### src/rtl/pcie_mmio_responder_pkg.sv
// Shared TLP definitions: header layouts, state encoding and completion helpers
// used by the MMIO completer. Each header DW is MSB-first, so DW0[31] is r0.
package pcie_mmio_responder_pkg;

  typedef enum logic [1:0] {
    MRd_3DW_NO_DATA = 2'b00,
    MRd_4DW_NO_DATA = 2'b01,
    MWr_3DW_DATA    = 2'b10,
    MWr_4DW_DATA    = 2'b11
  } tlp_fmt_e;

  typedef enum logic [4:0] {
    MEMORY_RW = 5'b00000,
    IO_RW     = 5'b00010,
    CFG0      = 5'b00100,
    CFG1      = 5'b00101,
    CPL       = 5'b01010
  } tlp_type_e;

  typedef struct packed {
    logic       r0;
    tlp_fmt_e   fmt;
    tlp_type_e  typ;
    logic       r1;
    logic [2:0] tc;
    logic [3:0] r2;
    logic       digest;
    logic       poison;
    logic [1:0] attr;
    logic [1:0] at;
    logic [9:0] length;
  } tlp_dw0_t;

  typedef struct packed {
    logic [15:0] reqid;
    logic [7:0]  tag;
    logic [3:0]  lastbe;
    logic [3:0]  firstbe;
  } req_dw1_t;

  typedef struct packed {
    logic [29:0] addr;
    logic [1:0]  r;
  } addr_dw2_t;

  typedef struct packed {
    logic [15:0] cplid;
    logic [2:0]  status;
    logic        bcm;
    logic [11:0] bytecount;
  } cpl_dw1_t;

  typedef struct packed {
    logic [15:0] reqid;
    logic [7:0]  tag;
    logic        r;
    logic [6:0]  loweraddr;
  } cpl_dw2_t;

  typedef struct packed {
    tlp_dw0_t  dw0;
    req_dw1_t  dw1;
    addr_dw2_t dw2;
  } req_fields_t;

  typedef struct packed {
    tlp_dw0_t dw0;
    cpl_dw1_t dw1;
    cpl_dw2_t dw2;
  } cpl_fields_t;

  typedef union packed {
    req_fields_t f;
    logic [95:0] raw;
  } tlp_3dw_header;

  typedef union packed {
    cpl_fields_t f;
    logic [95:0] raw;
  } tlp_cpl_header;

  typedef enum logic [2:0] {
    ST_IDLE,
    ST_HDR2,
    ST_DROP,
    ST_WRITE,
    ST_READ,
    ST_RWAIT,
    ST_CPL0,
    ST_CPL1
  } rsp_state_e;

  // A CplD carries data, so it reuses the 3DW-with-data format code.
  localparam tlp_fmt_e  CPLD_FMT  = MWr_3DW_DATA;
  localparam tlp_type_e CPLD_TYPE = CPL;

  // Byte count of a 1-DW completion: span from lowest to highest enabled byte.
  function automatic logic [11:0] cpl_bytecount(input logic [3:0] firstbe);
    logic [2:0] hi;
    logic [2:0] lo;
    hi = 3'd0;
    lo = 3'd0;
    for (int i = 0; i < 4; i++) if (firstbe[i]) hi = 3'(i);
    for (int i = 3; i >= 0; i--) if (firstbe[i]) lo = 3'(i);
    if (firstbe == 4'h0) return 12'd1;
    return {9'd0, 3'(hi - lo + 3'd1)};
  endfunction

  // Low two address bits of a completion: index of the lowest enabled byte.
  function automatic logic [1:0] cpl_lo2(input logic [3:0] firstbe);
    logic [1:0] lo;
    lo = 2'd0;
    for (int i = 3; i >= 0; i--) if (firstbe[i]) lo = 2'(i);
    return lo;
  endfunction

endpackage

### src/rtl/pcie_mmio_responder_if.sv
// RX/TX TLP streams plus the simple register bus seen by the MMIO completer.
interface pcie_mmio_responder_if #(
  parameter int ADDR_W = 12
);
  logic [63:0]       rx_tdata;
  logic [7:0]        rx_tkeep;
  logic              rx_tlast;
  logic              rx_tvalid;
  logic              rx_tready;
  logic [63:0]       tx_tdata;
  logic [7:0]        tx_tkeep;
  logic              tx_tlast;
  logic              tx_tvalid;
  logic              tx_tready;
  logic [ADDR_W-1:0] reg_addr;
  logic              reg_wr;
  logic [31:0]       reg_wdata;
  logic [3:0]        reg_wbe;
  logic              reg_rd;
  logic [31:0]       reg_rdata;
  logic              reg_rvalid;

  // Completer view.
  modport slave (
    input  rx_tdata, rx_tkeep, rx_tlast, rx_tvalid,
    output rx_tready,
    output tx_tdata, tx_tkeep, tx_tlast, tx_tvalid,
    input  tx_tready,
    output reg_addr, reg_wr, reg_wdata, reg_wbe, reg_rd,
    input  reg_rdata, reg_rvalid
  );

  // PCIe core / register file view.
  modport master (
    output rx_tdata, rx_tkeep, rx_tlast, rx_tvalid,
    input  rx_tready,
    input  tx_tdata, tx_tkeep, tx_tlast, tx_tvalid,
    output tx_tready,
    input  reg_addr, reg_wr, reg_wdata, reg_wbe, reg_rd,
    output reg_rdata, reg_rvalid
  );
endinterface

### src/rtl/pcie_mmio_responder.sv
// MMIO completer: decodes 1-DW 3DW memory reads/writes from the RX stream,
// drives the register bus and returns a two-beat CplD for reads. Anything
// else is swallowed up to tlast. Only one request is ever in flight.
module pcie_mmio_responder
  import pcie_mmio_responder_pkg::*;
#(
  parameter int ADDR_W     = 12,
  parameter int RD_TIMEOUT = 255
) (
  input  logic                  clk,
  input  logic                  rst,
  input  logic [15:0]           completer_id,
  pcie_mmio_responder_if.slave  bus
);

  localparam int TMR_W = ($clog2(RD_TIMEOUT + 1) > 8) ? $clog2(RD_TIMEOUT + 1) : 8;
  localparam logic [TMR_W-1:0] TMR_LIMIT = TMR_W'(RD_TIMEOUT);

  rsp_state_e       state_reg;
  tlp_3dw_header    req_reg;
  logic [31:0]      rdata_reg;
  logic [TMR_W-1:0] timer_reg;

  tlp_dw0_t      rx_dw0;
  req_dw1_t      rx_dw1;
  addr_dw2_t     rx_dw2;
  logic          rx_fire;
  logic          supported;
  tlp_cpl_header cpl_hdr;
  logic [63:0]   cpl_beat0;
  logic [63:0]   cpl_beat1;

  assign rx_dw0  = tlp_dw0_t'(bus.rx_tdata[31:0]);
  assign rx_dw1  = req_dw1_t'(bus.rx_tdata[63:32]);
  assign rx_dw2  = addr_dw2_t'(bus.rx_tdata[31:0]);
  assign rx_fire = bus.rx_tvalid && bus.rx_tready;

  assign bus.tx_tkeep = 8'hFF;

  // First-beat filter: only 1-DW, unpoisoned, 3DW memory reads/writes proceed.
  always_comb begin
    supported = ((rx_dw0.fmt == MRd_3DW_NO_DATA) || (rx_dw0.fmt == MWr_3DW_DATA))
                && (rx_dw0.typ == MEMORY_RW)
                && (rx_dw0.length == 10'd1)
                && !rx_dw0.poison;
  end

  // Completion header assembled from the latched request.
  always_comb begin
    cpl_hdr                    = '0;
    cpl_hdr.f.dw0.fmt          = CPLD_FMT;
    cpl_hdr.f.dw0.typ          = CPLD_TYPE;
    cpl_hdr.f.dw0.tc           = req_reg.f.dw0.tc;
    cpl_hdr.f.dw0.attr         = req_reg.f.dw0.attr;
    cpl_hdr.f.dw0.length       = 10'd1;
    cpl_hdr.f.dw1.cplid        = completer_id;
    cpl_hdr.f.dw1.bytecount    = cpl_bytecount(req_reg.f.dw1.firstbe);
    cpl_hdr.f.dw2.reqid        = req_reg.f.dw1.reqid;
    cpl_hdr.f.dw2.tag          = req_reg.f.dw1.tag;
    cpl_hdr.f.dw2.loweraddr    = {req_reg.f.dw2.addr[4:0], cpl_lo2(req_reg.f.dw1.firstbe)};
    cpl_beat0                  = {cpl_hdr.f.dw1, cpl_hdr.f.dw0};
    cpl_beat1                  = {rdata_reg, cpl_hdr.f.dw2};
  end

  // Request/completion FSM; every bus output is registered here.
  always_ff @(posedge clk or posedge rst) begin
    if (rst) begin
      state_reg     <= ST_IDLE;
      req_reg       <= '0;
      rdata_reg     <= '0;
      timer_reg     <= '0;
      bus.rx_tready <= 1'b0;
      bus.tx_tdata  <= '0;
      bus.tx_tlast  <= 1'b0;
      bus.tx_tvalid <= 1'b0;
      bus.reg_addr  <= '0;
      bus.reg_wr    <= 1'b0;
      bus.reg_wdata <= '0;
      bus.reg_wbe   <= '0;
      bus.reg_rd    <= 1'b0;
    end else begin
      case (state_reg)
        ST_IDLE: begin
          bus.rx_tready <= 1'b1;
          if (rx_fire) begin
            req_reg.f.dw0 <= rx_dw0;
            req_reg.f.dw1 <= rx_dw1;
            // A single-beat TLP is a runt; stay here and treat the next beat as a header.
            if (!bus.rx_tlast) state_reg <= supported ? ST_HDR2 : ST_DROP;
          end
        end
        ST_HDR2: begin
          if (rx_fire) begin
            req_reg.f.dw2 <= rx_dw2;
            if (bus.rx_tlast) begin
              bus.rx_tready <= 1'b0;
              bus.reg_addr  <= {rx_dw2.addr[ADDR_W-3:0], 2'b00};
              if (req_reg.f.dw0.fmt == MWr_3DW_DATA) begin
                bus.reg_wr    <= 1'b1;
                bus.reg_wdata <= bus.rx_tdata[63:32];
                bus.reg_wbe   <= req_reg.f.dw1.firstbe;
                state_reg     <= ST_WRITE;
              end else begin
                bus.reg_rd <= 1'b1;
                state_reg  <= ST_READ;
              end
            end else begin
              // Longer than the header says: discard, never write.
              state_reg <= ST_DROP;
            end
          end
        end
        ST_DROP: begin
          if (rx_fire && bus.rx_tlast) state_reg <= ST_IDLE;
        end
        ST_WRITE: begin
          bus.reg_wr    <= 1'b0;
          bus.rx_tready <= 1'b1;
          state_reg     <= ST_IDLE;
        end
        ST_READ: begin
          bus.reg_rd <= 1'b0;
          timer_reg  <= '0;
          state_reg  <= ST_RWAIT;
        end
        ST_RWAIT: begin
          // Real data beats a timeout arriving in the same cycle.
          if (bus.reg_rvalid || (timer_reg >= TMR_LIMIT)) begin
            rdata_reg     <= bus.reg_rvalid ? bus.reg_rdata : 32'hFFFF_FFFF;
            bus.tx_tdata  <= cpl_beat0;
            bus.tx_tlast  <= 1'b0;
            bus.tx_tvalid <= 1'b1;
            state_reg     <= ST_CPL0;
          end else if (timer_reg != '1) begin
            timer_reg <= timer_reg + 1'b1;
          end
        end
        ST_CPL0: begin
          if (bus.tx_tready) begin
            bus.tx_tdata <= cpl_beat1;
            bus.tx_tlast <= 1'b1;
            state_reg    <= ST_CPL1;
          end
        end
        ST_CPL1: begin
          if (bus.tx_tready) begin
            bus.tx_tdata  <= '0;
            bus.tx_tlast  <= 1'b0;
            bus.tx_tvalid <= 1'b0;
            bus.rx_tready <= 1'b1;
            state_reg     <= ST_IDLE;
          end
        end
        default: state_reg <= ST_IDLE;
      endcase
    end
  end

endmodule

### src/flat_wrapper.sv
// flat-port wrapper written by rule: the top's interface ports become plain ports
module pcie_mmio_responder_flat import pcie_mmio_responder_pkg::*;
#(
  parameter int ADDR_W     = 12,
  parameter int RD_TIMEOUT = 255
)
  (clk, rst, completer_id, bus_rx_tdata, bus_rx_tkeep, bus_rx_tlast, bus_rx_tvalid, bus_rx_tready, bus_tx_tdata, bus_tx_tkeep, bus_tx_tlast, bus_tx_tvalid, bus_tx_tready, bus_reg_addr, bus_reg_wr, bus_reg_wdata, bus_reg_wbe, bus_reg_rd, bus_reg_rdata, bus_reg_rvalid);
  pcie_mmio_responder_if #(.ADDR_W(ADDR_W)) bus_i ();
  input  logic clk;
  input  logic rst;
  input  logic [15:0] completer_id;
  input wire logic [$bits(bus_i.rx_tdata)-1:0] bus_rx_tdata;
  input wire logic [$bits(bus_i.rx_tkeep)-1:0] bus_rx_tkeep;
  input wire logic [$bits(bus_i.rx_tlast)-1:0] bus_rx_tlast;
  input wire logic [$bits(bus_i.rx_tvalid)-1:0] bus_rx_tvalid;
  output wire logic [$bits(bus_i.rx_tready)-1:0] bus_rx_tready;
  output wire logic [$bits(bus_i.tx_tdata)-1:0] bus_tx_tdata;
  output wire logic [$bits(bus_i.tx_tkeep)-1:0] bus_tx_tkeep;
  output wire logic [$bits(bus_i.tx_tlast)-1:0] bus_tx_tlast;
  output wire logic [$bits(bus_i.tx_tvalid)-1:0] bus_tx_tvalid;
  input wire logic [$bits(bus_i.tx_tready)-1:0] bus_tx_tready;
  output wire logic [$bits(bus_i.reg_addr)-1:0] bus_reg_addr;
  output wire logic [$bits(bus_i.reg_wr)-1:0] bus_reg_wr;
  output wire logic [$bits(bus_i.reg_wdata)-1:0] bus_reg_wdata;
  output wire logic [$bits(bus_i.reg_wbe)-1:0] bus_reg_wbe;
  output wire logic [$bits(bus_i.reg_rd)-1:0] bus_reg_rd;
  input wire logic [$bits(bus_i.reg_rdata)-1:0] bus_reg_rdata;
  input wire logic [$bits(bus_i.reg_rvalid)-1:0] bus_reg_rvalid;
  assign bus_i.rx_tdata = bus_rx_tdata;
  assign bus_i.rx_tkeep = bus_rx_tkeep;
  assign bus_i.rx_tlast = bus_rx_tlast;
  assign bus_i.rx_tvalid = bus_rx_tvalid;
  assign bus_rx_tready = bus_i.rx_tready;
  assign bus_tx_tdata = bus_i.tx_tdata;
  assign bus_tx_tkeep = bus_i.tx_tkeep;
  assign bus_tx_tlast = bus_i.tx_tlast;
  assign bus_tx_tvalid = bus_i.tx_tvalid;
  assign bus_i.tx_tready = bus_tx_tready;
  assign bus_reg_addr = bus_i.reg_addr;
  assign bus_reg_wr = bus_i.reg_wr;
  assign bus_reg_wdata = bus_i.reg_wdata;
  assign bus_reg_wbe = bus_i.reg_wbe;
  assign bus_reg_rd = bus_i.reg_rd;
  assign bus_i.reg_rdata = bus_reg_rdata;
  assign bus_i.reg_rvalid = bus_reg_rvalid;
  pcie_mmio_responder #(.ADDR_W(ADDR_W), .RD_TIMEOUT(RD_TIMEOUT)) u_core (.clk(clk), .rst(rst), .completer_id(completer_id), .bus(bus_i));
endmodule
### config.mk
export PLATFORM = sky130hd
export DESIGN_NAME = pcie_mmio_responder_flat
export DESIGN_NICKNAME = d
export VERILOG_FILES = /design/src/rtl/pcie_mmio_responder_pkg.sv /design/src/rtl/pcie_mmio_responder_if.sv /design/src/rtl/pcie_mmio_responder.sv /design/src/flat_wrapper.sv
export SDC_FILE = /design/constraint.sdc
export NUM_CORES = 1
export LEC_CHECK = 0
export BUFFER_PORTS_ARGS = -buffer_cell sky130_fd_sc_hd__clkbuf_2
export CAP_MARGIN = 15
export CORE_ASPECT_RATIO = 0.9
export CORE_UTILIZATION = 54
export CTS_CLUSTER_SIZE = 12
export DETAILED_ROUTE_END_ITERATION = 16
export GPL_ROUTABILITY_DRIVEN = 0
export PLACE_DENSITY = 0.9
export SLEW_MARGIN = 15
export SYNTH_ARGS = -nofsm -noshare
export SYNTH_HDL_FRONTEND = slang
export SYNTH_SLANG_ARGS = --single-unit
### constraint.sdc
create_clock -name clk -period 19.8 [get_ports clk]
set_clock_uncertainty 0.15 [all_clocks]
set_input_delay 3.96 -clock clk [delete_from_list [all_inputs] [get_ports clk]]
set_output_delay 3.96 -clock clk [all_outputs]
set_load 0.05 [all_outputs]
---- After elaboration in Yosys (flattened, before gate mapping) ----
Cells that the tools add are included.
storage, ports and cells
  output and inout bits ................... 125
  bits in registers ....................... 228
  word-level logic and storage cells ...... 122
  bits of input ports ..................... 126
cells by class
  eq/ne operators ......................... 23
  magnitude comparators ................... 1
  muxes and demuxes ....................... 50
  $add $sub $neg .......................... 3
  reductions and logical operators ........ 31
operator list
  kind                 count
  $mux 64              3
  $pmux 64 s3          1
  $mux 32              1
  $mux 3               9
  $mux 12              2
  $pmux 3 s8           1
  $mux 2               11
  $reduce_and 4->1     5
  $mux 8               2
  $pmux 8 s2           1
  $mux 1               14
  $eq 3x3->1 const B   4
  $ne 2x1->1 const B   6
  $ne 2x2->1 const B   6
  $eq 10x1->1 const B  1
  $reduce_and 3->1     3
  $add 8x1->8 const B  1
  $ge 8x8->1 const B   1
  $ne 8x8->1 const B   1
  $reduce_bool 2->1    4
  $reduce_and 7->1     1
  $eq 3x2->1 const B   2
  $pmux 1 s2           3
  $pmux 1 s3           2
  14 further kinds     23

---- Longest topological paths before layout ----
Gate-level depths: netlist of run 1.
  depth after elaboration ................. 9
  gate-level depth with buffers ........... 8
  depth with buffers taken out ............ 8

---- Worst setup path before layout of run 1 ----
No wires, ideal clock.
  path type ............................... input to register
  start ................................... in bus_rx_tlast
  end ..................................... reg u_core.bus.reg_wdata[17]
  data required time ...................... 19.525 ns
  data arrival time ....................... 5.144 ns
  stages on the path ...................... 6
  buffers on the path ..................... 1
  setup time .............................. 0.125 ns
  setup slack ............................. 14.381 ns
  path through ............................ inv_2 > nor2_4 > nand3_4 > nor3_4 > buf_6 > mux2_4
between the ends
  longest elaborated chain between the ends .. 1
ends and longest elaborated chain
  element                            RTL line                      text
  from (decl)                        flat_wrapper.sv:14            input wire logic [$bits(bus_i.rx_tlast)-1:0] bus_rx_tlast;
  $reduce_and 4->1 (no source line)  --
  to (signal assigned)               pcie_mmio_responder.sv:100    bus.reg_wdata <= bus.rx_tdata[63:32];
  to (decl)                          pcie_mmio_responder_if.sv:29  output reg_addr, reg_wr, reg_wdata, reg_wbe, reg_rd,
Every way passes these cells.
A chain may end at the register's enable or synchronous reset.

---- Worst setup path after layout of run 1 ----
  start ................................... in bus_reg_rvalid
  end ..................................... reg u_core.bus.tx_tdata[32]
between the ends
  longest elaborated chain between the ends .. 3
ends and longest elaborated chain
  element                            RTL line                      text
  from (decl)                        flat_wrapper.sv:28            input wire logic [$bits(bus_i.reg_rvalid)-1:0] bus_reg_rvalid;
  $logic_or 1x1->1                   pcie_mmio_responder.sv:128    if (bus.reg_rvalid || (timer_reg >= TMR_LIMIT)) begin
  $ne 2x1->1 (no source line)        --
  $reduce_and 4->1 (no source line)  --
  to (signal assigned)               pcie_mmio_responder.sv:130    bus.tx_tdata <= cpl_beat0;
  to (signal assigned)               pcie_mmio_responder.sv:140    bus.tx_tdata <= cpl_beat1;
  to (decl)                          pcie_mmio_responder_if.sv:27  output tx_tdata, tx_tkeep, tx_tlast, tx_tvalid,
Every way passes these cells.

==> results.py, run 1 <==
metrics = {
    "clock_network": {
        "cts_hold_buf": 0,
        "path_clk_slew_ps": 70,
        "h-tree-depth": 4,
        "cts_resized": 0,
        "cts_setup_buffers": 0,
        "clkSinkCount": 197,
        "cts_tree": "yes",
        "cts-root-buf": "clkbuf_16",
        "clockBufferDepth": 2,
        "clock_latency_ps": 430,
        "cts_buffers": 17,
    },
    "placed_design": {
        "io_buffers": 224,
        "dp.cells": 1011,
        "place_hpwl_mm": 13.1,
    },
    "timing": {
        "drv_slew": 0,
        "min_period_over_period_pct": 28.2,
        "max_slew_margin_pct": 32.7,
        "tightestPinTransition_ps": 1010,
        "finalSetupViolations": 0,
        "fmax_mhz": 179,
        "setup_tns_ps": 0,
        "hold-worst-slack_ps": 333,
        "rsz0062_at_grt": "no",
        "finalHoldViolCount": 0,
        "period_needed_ps": 5580,
    },
    "yosys": {
        "synth_ff_type": "dfrtp_1",
        "synth_edf_count": 0,
        "syn_area_um2": 8140,
        "yosysWarnings": 0,
        "synth-seq-cells": 197,
        "yosys.cell_types.count": 60,
        "syn_area_per_cell_um2": 13.1,
        "seq_area_frac_synth_pct": 60.6,
        "synth_cells": 623,
        "postSynth.asyncResetShare_pct": 100,
    },
    "finish": {
        "final_nets": 962,
        "diodes": 0,
        "syn2layout_area_growth_pct": 21.8,
        "layout_common_cells": "clkbuf_2 (224), dfrtp_1 (197), mux2_2 (66), nor2_1 (37), a22o_1 (36)",
        "drive_gt1_share_pct": 43.4,
        "fill_cells": 1099,
        "finalNonFillerCells": 1043,
        "final_common_cell": "clkbuf_2",
        "largest_reg_flops": 63,
    },
    "setup_path": {
        "cp.arrival_ps": 5740,
        "end_kind": "flop",
        "crit_fanout": 66,
        "cp_cell_sequence": "clkbuf_2, nor3b_2, o21ai_1, nand2_2, buf_4, nor3_1, a221o_1",
        "cp_num_buf_inv": 2,
        "cpMaxStageDelayCell": "buf_4",
        "worst_setup_path_start_kind": "primary input",
        "worstSetupPathType": "primary input to flop",
        "slowest_delay_ps": 630,
        "critPathTopFamily": "buffers and inverters",
        "crit_required_ps": 19960,
    },
    "drt": {
        "drc": 0,
        "route.vias.total": 5870,
        "drt_wl_total_mm": 19.2,
        "antenna_left": 0,
        "wire_per_inst_um": 18.4,
        "drt_iter0_markers": 299,
        "dr_wl_met3_mm": 1.09,
        "vias_per_cell": 5.63,
        "wl_met2_mm": 9.41,
        "route.top_layer_used": "met4",
        "met1_length_mm": 8.19,
        "dr.pass1.iters": 4,
    },
    "global_routing": {
        "grt_pass1_wl_mm": 31.2,
        "grt_max_degree": 118,
        "grt.overflow.total": 0,
        "antenna_found_initial": 0,
        "grt_pass1_vias": 6049,
        "track_usage_pct": 26.1,
    },
    "power_and_ir_drop": {
        "ir_drop_v": 0.000120,
        "powerDensity_nw_per_um2": 193,
        "power.leakage_uw": 0.00484,
    },
    "floorplanning": {
        "die_w_um": 131,
        "std_cell_rows": 42,
        "core_um2": 14700,
        "die_area_um2": 15600,
        "die_h_um": 118,
        "ioPinCount": 251,
        "start_util_pct": 55.3,
    },
    "outcome": {
        "status": "finished clean",
    },
    "hold_path": {
        "hold_path_class": "flop to flop",
    },
    "flow_run": {
        "maxCapViolCount": 0,
    },
}
==> worst paths after layout <==
| path | startpoint | endpoint | slack (ps) | depth (start not counted) |
|---|---|---|---|---|
| min in group asynchronous | rst | u_core.bus.reg_addr[10] | 3480 | 2 |
| setup reg to reg | u_core.state_reg[1] | u_core.bus.tx_tdata[41] | 16790 | 5 |
| hold reg to reg | u_core.bus.tx_tdata[21] | u_core.bus.tx_tdata[21] | 330 | 2 |
| max in group asynchronous | rst | u_core.bus.tx_tvalid | 14460 | 3 |
| setup / recovery | bus_reg_rvalid | u_core.bus.tx_tdata[32] | 14220 | 7 |
| hold / removal | u_core.bus.tx_tdata[21] | u_core.bus.tx_tdata[21] | 330 | 2 |
==> area by class of cell <==
class / count / area, um2 / area share (%)
clock buffers: 17 / 425 / 4.29
well taps: 198 / 248 / 2.50
flip-flops and latches: 197 / 4930 / 49.7
multi-input cells: 378 / 2940 / 29.6
repair buffers: 230 / 1170 / 11.8
clock inverters: 15 / 168 / 1.69
inverters: 8 / 37.5 / 0.379
==> through the flow <==
step / cell area, um2 / worst slack (ps) / utilization, % / total power (uW)
floorplan: 8170 / 10320 / - / 1360
global placement: 9320 / 13840 / 63.3 / 1530
detailed placement: 9320 / 13800 / 63.3 / 1570
CTS: 9910 / 14260 / 67.4 / 1920
global route: 9910 / 14120 / 67.4 / 2010
finish: 9910 / 14220 / 67.4 / 1910
==> worst min-delay path: stages, from the launching register on <==
cell,delay [ps]
dfrtp_1,340
nand2_1,50
o21ai_0,60
==> routing by layer <==
| metal | GRT usage (%) | vias to the layer above |
|---|---|---|
| met5 | 0 | - |
| li1 | - | 2671 |
| met2 | 42.9 | 219 |
| met1 | 32.8 | 2944 |
| met4 | 11.0 | 0 |
| met3 | 6.91 | 36 |
==> cell usage after synthesis, types with 3 or more instances <==
master      n  area [um2]
a21o_1      3        22.5
a21oi_1    22         110
a221o_1     3        30.0
a221oi_1    9        78.8
a22o_1     36         315
a31oi_1     5        31.3
and3_1     13        81.3
buf_2      14        70.1
buf_4      14         105
buf_6       3        33.8
clkbuf_1   17        63.8
dfrtp_1   197        4930
ha_1        4        50.1
inv_1       6        22.5
mux2_2     66         743
mux2_4     19         285
nand2_1    36         135
nand3_1     8        40.0
nor2_1     37         139
nor3_1      4        20.0
nor4_1      6        37.5
o21ai_0    18        90.1
o21ai_1     3        15.0
o22a_1     32         280
o31ai_1     3        22.5
==> where the power goes <==
part	internal, uW	total, uW	leakage, uW	switching (uW)
logic	272	857	0.00214	585
clock network	189	349	0.000284	159
registers	580	705	0.00242	125
==> kinds of logic (layout without fill, tap and decap cells) <==
family                   count (synthesis)  after routing  synth area share [%]
multiplexers                            88             88                  13.0
XOR/XNOR                                 1              1                 0.108
AO/OA/AOI/OAI                          150            150                  14.0
flip-flops                             197            197                  60.6
adder cells (fa/ha/maj)                  4              4                 0.615
buffers and inverters                   57            270                  3.77
AND/OR/NAND/NOR                        124            124                  7.77
other                                    2             11                0.0923
(Power assumes the default switching activity.)
==> run 2: changes to the inputs <==
--- a/config.mk
+++ b/config.mk
@@ -8,11 +8,11 @@
 export BUFFER_PORTS_ARGS = -buffer_cell sky130_fd_sc_hd__clkbuf_2
 export CAP_MARGIN = 15
 export CORE_ASPECT_RATIO = 0.9
-export CORE_UTILIZATION = 54
+export CORE_UTILIZATION = 51
 export CTS_CLUSTER_SIZE = 12
 export DETAILED_ROUTE_END_ITERATION = 16
 export GPL_ROUTABILITY_DRIVEN = 0
-export PLACE_DENSITY = 0.9
+export PLACE_DENSITY = 0.86
 export SLEW_MARGIN = 15
 export SYNTH_ARGS = -nofsm -noshare
 export SYNTH_HDL_FRONTEND = slang
==> constraint.sdc (replaced) <==
create_clock -name clk -period 5.8 [get_ports clk]
set_clock_uncertainty 0.15 [all_clocks]
set_input_delay 1.16 -clock clk [delete_from_list [all_inputs] [get_ports clk]]
set_output_delay 1.16 -clock clk [all_outputs]
set_load 0.05 [all_outputs]
==> run 2 against run 1 <==
Net effect: hold slack worse by 3.9 ps; power rose to 3.4 times the previous value; clock-buffer cell count unchanged; sequential cell count unchanged.
==> results.py, run 2 (synthesis gave the netlist of run 1 again) <==
metrics = {
    "power_and_ir_drop": {
        "power_switching_uw": 3000,
        "powerDensity_nw_per_um2": 656,
        "power_frac_seq_pct": 36.8,
        "internal_power_uw": 3530,
        "ir_drop_v": 0.000589,
        "swShare_pct": 45.9,
        "clkPwrFrac_pct": 18.3,
        "power_frac_comb_pct": 44.9,
        "power.leakage_uw": 0.00485,
    },
    "drt": {
        "route.vias.total": 5886,
        "dr.pass1.iters": 4,
        "drt_iter0_markers": 382,
        "wire_per_inst_um": 18.5,
        "drc": 0,
        "vias_per_cell": 5.62,
        "antenna_left": 0,
        "drt_wl_total_mm": 19.3,
    },
    "setup_path": {
        "worstSetupPathType": "flop to flop",
        "cpMaxStageDelayCell": "dfrtp_1",
        "crit_required_ps": 5970,
        "end_kind": "flop",
        "crit_fanout": 64,
        "cp_cell_sequence": "nor3b_2, o21ai_1, nand2_2, buf_4, nor3_1, a221o_1",
        "slowest_delay_ps": 870,
        "worst_setup_path_start_kind": "flop",
        "cp.arrival_ps": 3100,
    },
    "timing": {
        "min_period_over_period_pct": 50.4,
        "period_needed_ps": 2920,
        "finalSetupViolations": 0,
        "rsz0062_at_grt": "no",
        "max_slew_margin_pct": 30.0,
        "fmax_mhz": 342,
        "tightestPinTransition_ps": 1050,
        "drv_slew": 0,
        "setup_tns_ps": 0,
        "finalHoldViolCount": 0,
    },
    "flow_run": {
        "maxCapViolCount": 0,
    },
    "clock_network": {
        "cts-root-buf": "clkbuf_16",
        "cts_buffers": 17,
        "cts_tree": "yes",
        "path_clk_slew_ps": 70,
        "clock_latency_ps": 440,
        "cts_resized": 0,
        "cts_hold_buf": 0,
        "clkSinkCount": 197,
        "clockBufferDepth": 2,
        "cts_setup_buffers": 0,
        "h-tree-depth": 4,
    },
    "floorplanning": {
        "core_um2": 15500,
        "std_cell_rows": 43,
        "ioPinCount": 251,
        "die_area_um2": 16500,
        "die_h_um": 122,
        "die_w_um": 135,
        "start_util_pct": 52.5,
    },
    "global_routing": {
        "grt_pass1_wl_mm": 30.3,
        "grt_util_met2_pct": 39.4,
        "antenna_found_initial": 0,
        "track_usage_pct": 24.5,
        "grt_max_degree": 198,
        "top_usage_layer": "met2",
        "grt.overflow.total": 0,
        "use_met3_pct": 6.87,
        "grt_pass1_vias": 5811,
        "grt.met1_usage_pct": 32.1,
    },
    "finish": {
        "drive_gt1_share_pct": 43.4,
        "largest_reg_flops": 63,
        "final_nets": 963,
        "diodes": 0,
        "final_common_cell": "clkbuf_2",
        "syn2layout_area_growth_pct": 22.3,
        "layout_common_cells": "clkbuf_2 (224), dfrtp_1 (197), mux2_2 (66), nor2_1 (37), a22o_1 (36)",
        "final_cell_area_um2": 9950,
    },
    "hold_path": {
        "hold_path_class": "flop to flop",
    },
    "placed_design": {
        "io_buffers": 224,
        "dpl_cell_area_um2": 9340,
        "place_hpwl_mm": 13.2,
    },
    "outcome": {
        "status": "finished clean",
    },
}
run 2: cell count changes in the layout (fill, tap and decap cells not counted), sizes merged:
cell / previous run / this run
bufinv: 2 / 1
buf: 6 / 7
inv: 14 / 12
clkinv: 4 / 7
run 2: per-stage QoR:
step	setup WS, ps	power, uW	utilization (%)	std cells	hold slack, ps
floorplan	1940	4630	-	632	317
global placement	2590	5240	60.3	1016	312
detailed placement	2580	5350	60.3	1016	320
CTS	2910	6560	64.2	1048	336
global route	2710	6860	64.2	1048	346
finish	2880	6520	64.2	1048	330
run 2: power by group through the flow:
| stage | Sequential (uW) | Combinational [uW] | Clock (uW) |
|---|---|---|---|
| 2_1_floorplan | 3430 | 1200 | 0 |
| 3_3_place_gp | 2370 | 2870 | 0 |
| 3_5_place_dp | 2410 | 2940 | 0 |
| 4_1_cts | 2400 | 2950 | 1220 |
| 5_1_grt | 2470 | 3120 | 1270 |
| 6_report | 2400 | 2930 | 1190 |
run 2: area by class of cell:
type	instances	area, um2
Multi-Input combinational cell	378	2940
Tap cell	202	253
Clock inverter	15	185
Timing Repair Buffer	231	1190
Inverter	8	33.8
Clock buffer	17	425
Fill cell	1188	5550
Sequential cell	197	4930
run 2: worst paths after layout:
kind / depth (start not counted) / slack, ps / end / startpoint
setup / recovery: 6 / 2880 / u_core.bus.tx_tdata[32] / u_core.state_reg[0]
hold / removal: 2 / 330 / u_core.bus.tx_tdata[48] / u_core.bus.tx_tdata[48]
setup reg to reg: 6 / 2880 / u_core.bus.tx_tdata[32] / u_core.state_reg[0]
hold reg to reg: 2 / 330 / u_core.bus.tx_tdata[48] / u_core.bus.tx_tdata[48]
max in group asynchronous: 3 / 3870 / u_core.bus.tx_tdata[52] / rst
min in group asynchronous: 3 / 840 / u_core.bus.reg_addr[6] / rst
run 2: worst max-delay path, delay by kind of cell, from the launching register on:
| family | cells | cell delay (ps) |
|---|---|---|
| simple gates | 3 | 740 |
| compound gates | 2 | 400 |
| buf+inv | 1 | 600 |
| flops | 1 | 870 |
run 2: layer usage:
metal,share of wire (%),vias to the layer above
met1,42,2940
met5,0,-
met3,7.2,28
met4,2.1,0
met2,49,241
li1,-,2677
==> run 3: changes to the inputs <==
==> constraint.sdc (replaced) <==
create_clock -name clk -period 2.8 [get_ports clk]
set_clock_uncertainty 0.15 [all_clocks]
set_input_delay 0.56 -clock clk [delete_from_list [all_inputs] [get_ports clk]]
set_output_delay 0.56 -clock clk [all_outputs]
set_load 0.05 [all_outputs]
==> run 3 against run 2 <==
Net effect: first-iteration DRC count rose by 5.0%; sequential cell count did not move; clock power rose by 120%; clock-buffer cell count rose by 1; sequential power rose by 110%; setup slack got worse by 2500 ps; fmax rose by 20%; non-clock buffer count rose by 17; via count rose by 0.19%; cell count rose by 1.6%; power rose by 110%; largest power group unchanged.
==> results.py, run 3 (synthesis gave the netlist of run 1 again) <==
metrics = {
    "clock_network": {
        "clock_latency_ps": 430,
        "cts_tree": "yes",
        "cts_setup_buffers": 0,
        "cts_resized": 0,
        "cts-root-buf": "clkbuf_16",
        "h-tree-depth": 4,
        "path_clk_slew_ps": 80,
        "clkSinkCount": 197,
        "cts_buffers": 17,
        "clockBufferDepth": 2,
        "cts_hold_buf": 1,
    },
    "global_routing": {
        "antenna_found_initial": 0,
        "grt_util_met2_pct": 39.5,
        "grt_pass1_wl_mm": 31.0,
        "grt.overflow.total": 0,
        "grt.met1_usage_pct": 33.4,
        "grt_max_degree": 76,
        "track_usage_pct": 24.9,
        "grt_pass1_vias": 5928,
        "use_met3_pct": 6.58,
        "top_usage_layer": "met2",
    },
    "drt": {
        "dr.pass1.iters": 5,
        "vias_per_cell": 5.54,
        "wire_per_inst_um": 18.2,
        "antenna_left": 0,
        "drc": 0,
        "drt_iter0_markers": 401,
        "route.vias.total": 5897,
        "drt_wl_total_mm": 19.4,
    },
    "finish": {
        "layout_common_cells": "clkbuf_2 (224), dfrtp_1 (197), mux2_2 (66), nor2_1 (37), a22o_1 (36)",
        "syn2layout_area_growth_pct": 24.5,
        "utilization_pct": 65.4,
        "largest_reg_flops": 63,
        "fill_cells": 1169,
        "finalNonFillerCells": 1065,
        "final_nets": 980,
        "final_common_cell": "clkbuf_2",
        "drive_gt1_share_pct": 44.3,
        "diodes": 0,
    },
    "hold_path": {
        "min-delay-start": "bus_reg_rdata[4]",
        "hold_path_class": "primary input to flop",
    },
    "setup_path": {
        "crit_end": "u_core.timer_reg[6]",
        "crit_fanout": 75,
        "crit_required_ps": 2990,
        "r2r_end": "u_core.timer_reg[6]",
        "end_kind": "flop",
        "r2r_slack_ps": 360,
        "worstSetupPathType": "flop to flop",
        "cp.arrival_ps": 2620,
        "worstReg2RegStart": "u_core.state_reg[1]",
        "crit_start": "u_core.state_reg[1]",
        "r2r_cells": 6,
        "worst_setup_path_start_kind": "flop",
    },
    "placed_design": {
        "dp.cells": 1032,
        "dp_slack_ps": 355,
        "io_buffers": 224,
        "place_hpwl_mm": 13.7,
    },
    "power_and_ir_drop": {
        "swShare_pct": 44.9,
        "clkPwrFrac_pct": 19.0,
        "power_frac_comb_pct": 45.1,
        "powerDensity_nw_per_um2": 1350,
        "power_frac_seq_pct": 35.9,
        "internal_power_uw": 7570,
        "total_power_uw": 13700,
        "ir_drop_v": 0.00108,
        "power_switching_uw": 6160,
        "power.leakage_uw": 0.00496,
    },
    "outcome": {
        "status": "finished clean",
    },
    "timing": {
        "tightestPinTransition_ps": 794,
        "max_slew_margin_pct": 47.0,
        "period_needed_ps": 2440,
        "finalSetupViolations": 0,
        "min_period_over_period_pct": 87.0,
        "finalHoldViolCount": 0,
        "setup_tns_ps": 0,
        "fmax_mhz": 410,
        "drv_slew": 0,
        "rsz0062_at_grt": "no",
        "setup_ws_ps": 363,
    },
    "floorplanning": {
        "die_h_um": 122,
        "ioPinCount": 251,
        "die_w_um": 135,
        "std_cell_rows": 43,
        "start_util_pct": 52.5,
        "core_um2": 15500,
        "die_area_um2": 16500,
    },
    "flow_run": {
        "maxCapViolCount": 0,
    },
}
## run 3: cell type report
class	count	area [um2]	share of cell area [%]
Multi-Input combinational cell	378	2940	29.0
Clock buffer	18	429	4.24
Sequential cell	197	4930	48.7
Clock inverter	14	206	2.04
Timing Repair Buffer	248	1340	13.2
Tap cell	202	253	2.50
Inverter	8	33.8	0.333
## run 3: worst min path at each step
stage / endpoint / slack [ps] / cells after the start
CTS: u_core.rdata_reg[4] / 170 / 2
detailed placement: u_core.bus.tx_tlast / 320 / 1
global route: u_core.rdata_reg[4] / 170 / 2
finish: u_core.rdata_reg[4] / 180 / 2
global placement: u_core.bus.tx_tdata[54] / 310 / 2
floorplan: u_core.bus.tx_tdata[10] / 320 / 1
## run 3: per-layer routing
layer  vias to the layer above  part of all wire [%]
met1                      2937                    43
met2                       234                    48
met3                        21                   6.6
met5                         -                     0
met4                         0                   1.6
li1                       2705                     -
## run 3: critical path, stage by stage, from the launching register on
cell	delay, ps
dfrtp_1	630
nand2b_2	300
a21oi_2	100
nand2_2	110
buf_4	630
a31oi_1	190
nor3_1	220
## run 3: metrics by stage
step                      hold WS [ps]  area (um2)
final                              182       10100
after global routing               167       10100
after CTS                          171       10100
after detailed placement           317        9480
after global placement             312        9480
after floorplan                    317        8170
## run 3: power by group through the flow
stage,combinational [uW],clock [uW],sequential (uW)
after detailed placement,6230,0,4940
final,6190,2600,4930
after CTS,6230,2640,4920
after global placement,6080,0,4870
after global routing,6610,2770,5080
after floorplan,2480,0,7110
